--- config.mk ---
export PLATFORM = sky130hd
export DESIGN_NAME = interval_timer_ctrl
export DESIGN_NICKNAME = d
export VERILOG_FILES = /design/src/rtl/interval_timer_ctrl.sv
export SDC_FILE = /design/constraint.sdc
export NUM_CORES = 1
export LEC_CHECK = 0
export CAP_MARGIN = 25
export CORE_ASPECT_RATIO = 1.2
export CORE_UTILIZATION = 46
export DETAILED_ROUTE_END_ITERATION = 10
export PLACE_DENSITY = 0.74
export SETUP_SLACK_MARGIN = 0.02
export SLEW_MARGIN = 40
export SYNTH_ARGS = -nofsm -noshare
export SYNTH_HDL_FRONTEND = slang
export SYNTH_SLANG_ARGS = --single-unit
--- constraint.sdc ---
create_clock -name clk -period 2.7 [get_ports clk]
set_clock_uncertainty 0.05 [all_clocks]
set_input_delay 0.27 -clock clk [delete_from_list [all_inputs] [get_ports clk]]
set_output_delay 0.27 -clock clk [all_outputs]
set_load 0.03 [all_outputs]
--- src/rtl/interval_timer_ctrl.sv ---
// Sequencing controller for an N-bit interval-timer counter.
// Handles config handshake, arm/run/pause/halt and period counting.
module interval_timer_ctrl #(
    parameter int N  = 4,
    parameter int PW = 8
) (
    input  logic          clk,
    input  logic          rst_n,
    input  logic          cfg_valid,
    output logic          cfg_ready,
    input  logic [N-1:0]  cfg_limit,
    input  logic          cfg_periodic,
    input  logic          start,
    input  logic          pause,
    input  logic          halt,
    output logic [N-1:0]  count,
    output logic          tick,
    output logic          busy,
    output logic          done,
    output logic [PW-1:0] periods
);

    typedef enum logic [2:0] {
        IDLE   = 3'd0,
        ARMED  = 3'd1,
        RUN    = 3'd2,
        PAUSED = 3'd3,
        DONE   = 3'd4
    } state_t;

    state_t        state_q, state_d;
    logic [N-1:0]  count_q, count_d;
    logic [N-1:0]  limit_q, limit_d;
    logic          periodic_q, periodic_d;
    logic          tick_q, tick_d;
    logic [PW-1:0] periods_q, periods_d;

    logic          cfg_xfer;
    logic          at_limit;
    logic          per_sat;
    logic [PW-1:0] periods_inc;

    assign cfg_ready   = (state_q == IDLE) || (state_q == DONE);
    assign busy        = (state_q == RUN) || (state_q == PAUSED);
    assign done        = (state_q == DONE);
    assign count       = count_q;
    assign tick        = tick_q;
    assign periods     = periods_q;

    assign cfg_xfer    = cfg_valid && cfg_ready;
    assign at_limit    = (count_q == limit_q);
    assign per_sat     = (periods_q == {PW{1'b1}});
    assign periods_inc = per_sat ? periods_q : periods_q + PW'(1);

    always_ff @(posedge clk) begin
        if (!rst_n) begin
            state_q    <= IDLE;
            count_q    <= '0;
            limit_q    <= '0;
            periodic_q <= 1'b0;
            tick_q     <= 1'b0;
            periods_q  <= '0;
        end else begin
            state_q    <= state_d;
            count_q    <= count_d;
            limit_q    <= limit_d;
            periodic_q <= periodic_d;
            tick_q     <= tick_d;
            periods_q  <= periods_d;
        end
    end

    // tick defaults low so it can only be a single-cycle pulse
    always_comb begin
        state_d    = state_q;
        count_d    = count_q;
        limit_d    = limit_q;
        periodic_d = periodic_q;
        tick_d     = 1'b0;
        periods_d  = periods_q;
        if (halt) begin
            state_d = IDLE;
            count_d = '0;
        end else if (cfg_xfer) begin
            state_d    = ARMED;
            count_d    = '0;
            limit_d    = cfg_limit;
            periodic_d = cfg_periodic;
            periods_d  = '0;
        end else begin
            unique case (state_q)
                IDLE: begin
                end
                ARMED: begin
                    if (start) state_d = RUN;
                end
                RUN: begin
                    if (pause) begin
                        state_d = PAUSED;
                    end else if (at_limit) begin
                        tick_d    = 1'b1;
                        periods_d = periods_inc;
                        if (periodic_q) count_d = '0;
                        else            state_d = DONE;
                    end else begin
                        count_d = count_q + N'(1);
                    end
                end
                PAUSED: begin
                    if (start) state_d = RUN;
                end
                DONE: begin
                    if (start) begin
                        state_d = RUN;
                        count_d = '0;
                    end
                end
                default: begin
                    state_d = IDLE;
                    count_d = '0;
                end
            endcase
        end
    end

endmodule

==> run metrics <==
summed area of non-filler cells in the final layout=1480 um^2; Most used DFF post-synth=dfxtp_1; proportion of synthesized area in mux cells=0.0364; Static Leakage=0.542 nW; number of iterations in the first detailed-routing pass=4; area share of the largest cell type after synthesis=0.360; number of unique standard cell types used by synthesis=47; detailed-route via count=1114; total cell area at the placement stage=1460 um^2; CTS Root Cell=clkbuf_4; RSZ-0062 raised after global routing=no; share of total power in the clock network=0.274; cells along the critical path=or4b_1 -> nor4b_4 -> a31oi_1 -> o311a_1; number of warnings issued by yosys=0; adder-cell share of the synthesized area=0.0214; detailed router's first-iteration violation count=28; Port Buffer Count=26; final setup violation count=0; CTS tree=yes; fmax=0.463 GHz; endpoint required time on the critical path=2.85 ns; die height=57.2 um; shortest period the worst path allows=2.16 ns; number of nets produced by synthesis=149; number of vias per cell=5.74; final count of hold timing violations=0; synthesized instance count=136; Async S/R FF share, synth=0; count of H-tree levels built during CTS=1; total number of nets in the final design=177; number of top-level design ports=27; reg-to-reg slack, setup=0.54 ns; count of flip-flops with a built-in enable after synthesis=0; synthesized-area fraction occupied by ao, oa, aoi and oai cells=0.218; first-pass GRT wire length=4.22 mm; simple-gate share of the synthesized area=0.295; CTS buffer count=3; pins over their slew limit=0; initial antenna violation count=0; maximum fanout encountered on the critical timing path=12; cell family with the largest share of critical-path delay=simple AND/OR/NAND/NOR gates; normalized max-slew margin=0.706; Final GP Congestion=0.809; Total Routed Length=2.60 mm; Die Wd=48.0 um; fraction of the cycle the final worst path needs=0.799; total negative slack=0 ns; area of the die=2740 um^2; share of the yosys chip area belonging to registers=0.360; fraction of power consumed by combinational cells=0.137; Clock Latency Late Sink=0.29 ns; CP Class=flop to flop; maximum number of buffers from clock root to sink=2; worst r2r path cells=4; nature of the critical path startpoint=flop; top cells by count, synth=dfxtp_1 (21), nand2_1 (13), a21oi_1 (10), nor2_1 (10), o21ai_0 (8); synthesized area=1170 um^2; synthesized area per cell=8.58 um^2; largest net degree at the start of global routing=13; vias in the first global route=1022; Core Area=2350 um^2; critical path buffer and inverter count=0; start of the worst register-to-register path=state_q[0]; HPWL Detailed=1.98 mm; worst min-delay path class=flop to flop; total track usage=0.208; Reg-to-Reg End=periods[5]; endpoint kind of the worst setup timing path=flop; most numerous cell in the Yosys netlist=dfxtp_1; Residual DRC=0; Worst Hold Path Cells=2; fraction of layout cells with a size suffix above 1=0.0859; slowest cell delay on critical path=0.72 ns; number of rows created at floorplan=19; sw power=0.137 mW; antenna diode count=0; Critical Path Source=state_q[0]; Antenna Nets Post-Route=0; CTS-repair resized insts=0; CP Depth=4; Power Density=365 nW/um^2; slowest cell on the critical path=or4b_1; average detailed-routed wire length per instance=13.4 um; initial cell density of the core=0.496; post-CTS repair timing setup buffer count=0; Arrival @ worst endpoint=2.30 ns; total overflow reported by the global router=0; clk sink count=21; sw frac=0.253; CP endpoint=periods[5]; hold-fix buffer count after cts=0; Synth Area in XOR/XNOR=0.0300; result of the run=complete, no violations; slew at the pin closest to its max-slew limit=0.438 ns; largest cells by area after synthesis=dfxtp_1 (36%), a21oi_1 (4.3%), nand2_1 (4.2%), o21ai_0 (3.4%), nor2_1 (3.2%); maximum VDD drop=273 uV; layout overhead on the synthesized area=27.1%; fraction of power consumed by sequential logic=0.589; internal power of the cells=0.405 mW; Layout fillers=219; #FFs+latches synth=21; leading area contributor after synthesis=dfxtp_1; largest family of logic cells by synthesized area=simple AND/OR/NAND/NOR gates; clock transition at the register clock pins on the worst setup and hold paths after CTS=0.11 ns; Maximum Capacitance Violations=0; worst hold slack=0.440 ns
-- flip-flops by register name (all words and copies together) (netlist names) --
signal      cells
limit_q         4
periodic_q      1
periods         8
tick            1
count           4
state_q         3
-- how the worst min path moves through the flow --
stage	start	to	slack [ns]
final	periods[7]	periods[7]	0.44
after global routing	cfg_periodic	periodic_q	0.46
after CTS	periods[7]	periods[7]	0.45
after detailed placement	periods[7]	periods[7]	0.43
after global placement	periods[7]	periods[7]	0.42
after floorplan	cfg_limit[0]	limit_q[0]	0.36
-- metal layers --
metal / vias up / track usage / part of all wire / wire (um)
li1: 558 / - / - / -
met1: 535 / 0.259 / 0.45 / 1160
met2: 19 / 0.355 / 0.52 / 1340
met3: 2 / 0.0285 / 0.031 / 80
met4: 0 / 0.0635 / 0.0062 / 16
met5: - / 0 / 0 / 0
-- layout make-up --
class / count / area [um^2] / share of cell area
Inverter: 4 / 15.0 / 0.0101
Tap cell: 31 / 38.8 / 0.0261
Timing Repair Buffer: 29 / 283 / 0.191
Sequential cell: 21 / 420 / 0.283
Clock buffer: 4 / 26.3 / 0.0177
Multi-Input combinational cell: 105 / 701 / 0.472
-- worst register-to-register path, cell delays in order (launching register included) --
cell and delay (ns):
dfxtp_1 0.43, or4b_1 0.72, nor4b_4 0.43, a31oi_1 0.14
o311a_1 0.29
-- power by group through the flow --
stage / Clock [mW] / Combinational (mW) / Sequential, mW
after floorplan: 0 / 0.0439 / 0.324
after global placement: 0 / 0.0724 / 0.326
after detailed placement: 0 / 0.0742 / 0.326
after CTS: 0.157 / 0.0750 / 0.319
after global routing: 0.171 / 0.0811 / 0.320
final: 0.148 / 0.0743 / 0.319
-- cell usage in the layout (no fill, tap or decap), types with 3 or more instances in the layout --
master           instances
o21ai_0                  8
xnor2_1                  4
nor3_1                   4
inv_1                    4
clkbuf_4                 3
dfxtp_1                 21
nand3_1                  4
nor2_1                  10
nand2_1                 13
clkdlybuf4s50_1         26
buf_4                    3
nor2b_1                  4
a21oi_1                 10
nand4_1                  3
-- kinds of logic after synthesis --
group / count (synthesis)
DFF: 21
muxes: 4
buffers and inverters: 10
xor gates and xnor gates: 4
AOI/OAI and AO/OA: 37
adders and majority gates: 2
and+or+nand+nor: 58
-- through the flow --
stage / utilization / cells / worst slack, ns / total power [mW]
4_1_cts: 0.631 / 194 / 0.534 / 0.552
6_report: 0.631 / 194 / 0.542 / 0.542
3_3_place_gp: 0.619 / 190 / 0.324 / 0.399
2_1_floorplan: - / 136 / 0.444 / 0.368
3_5_place_dp: 0.619 / 190 / 0.319 / 0.401
5_1_grt: 0.631 / 194 / 0.440 / 0.572
Note: power is estimated with default switching activity, not from simulation.
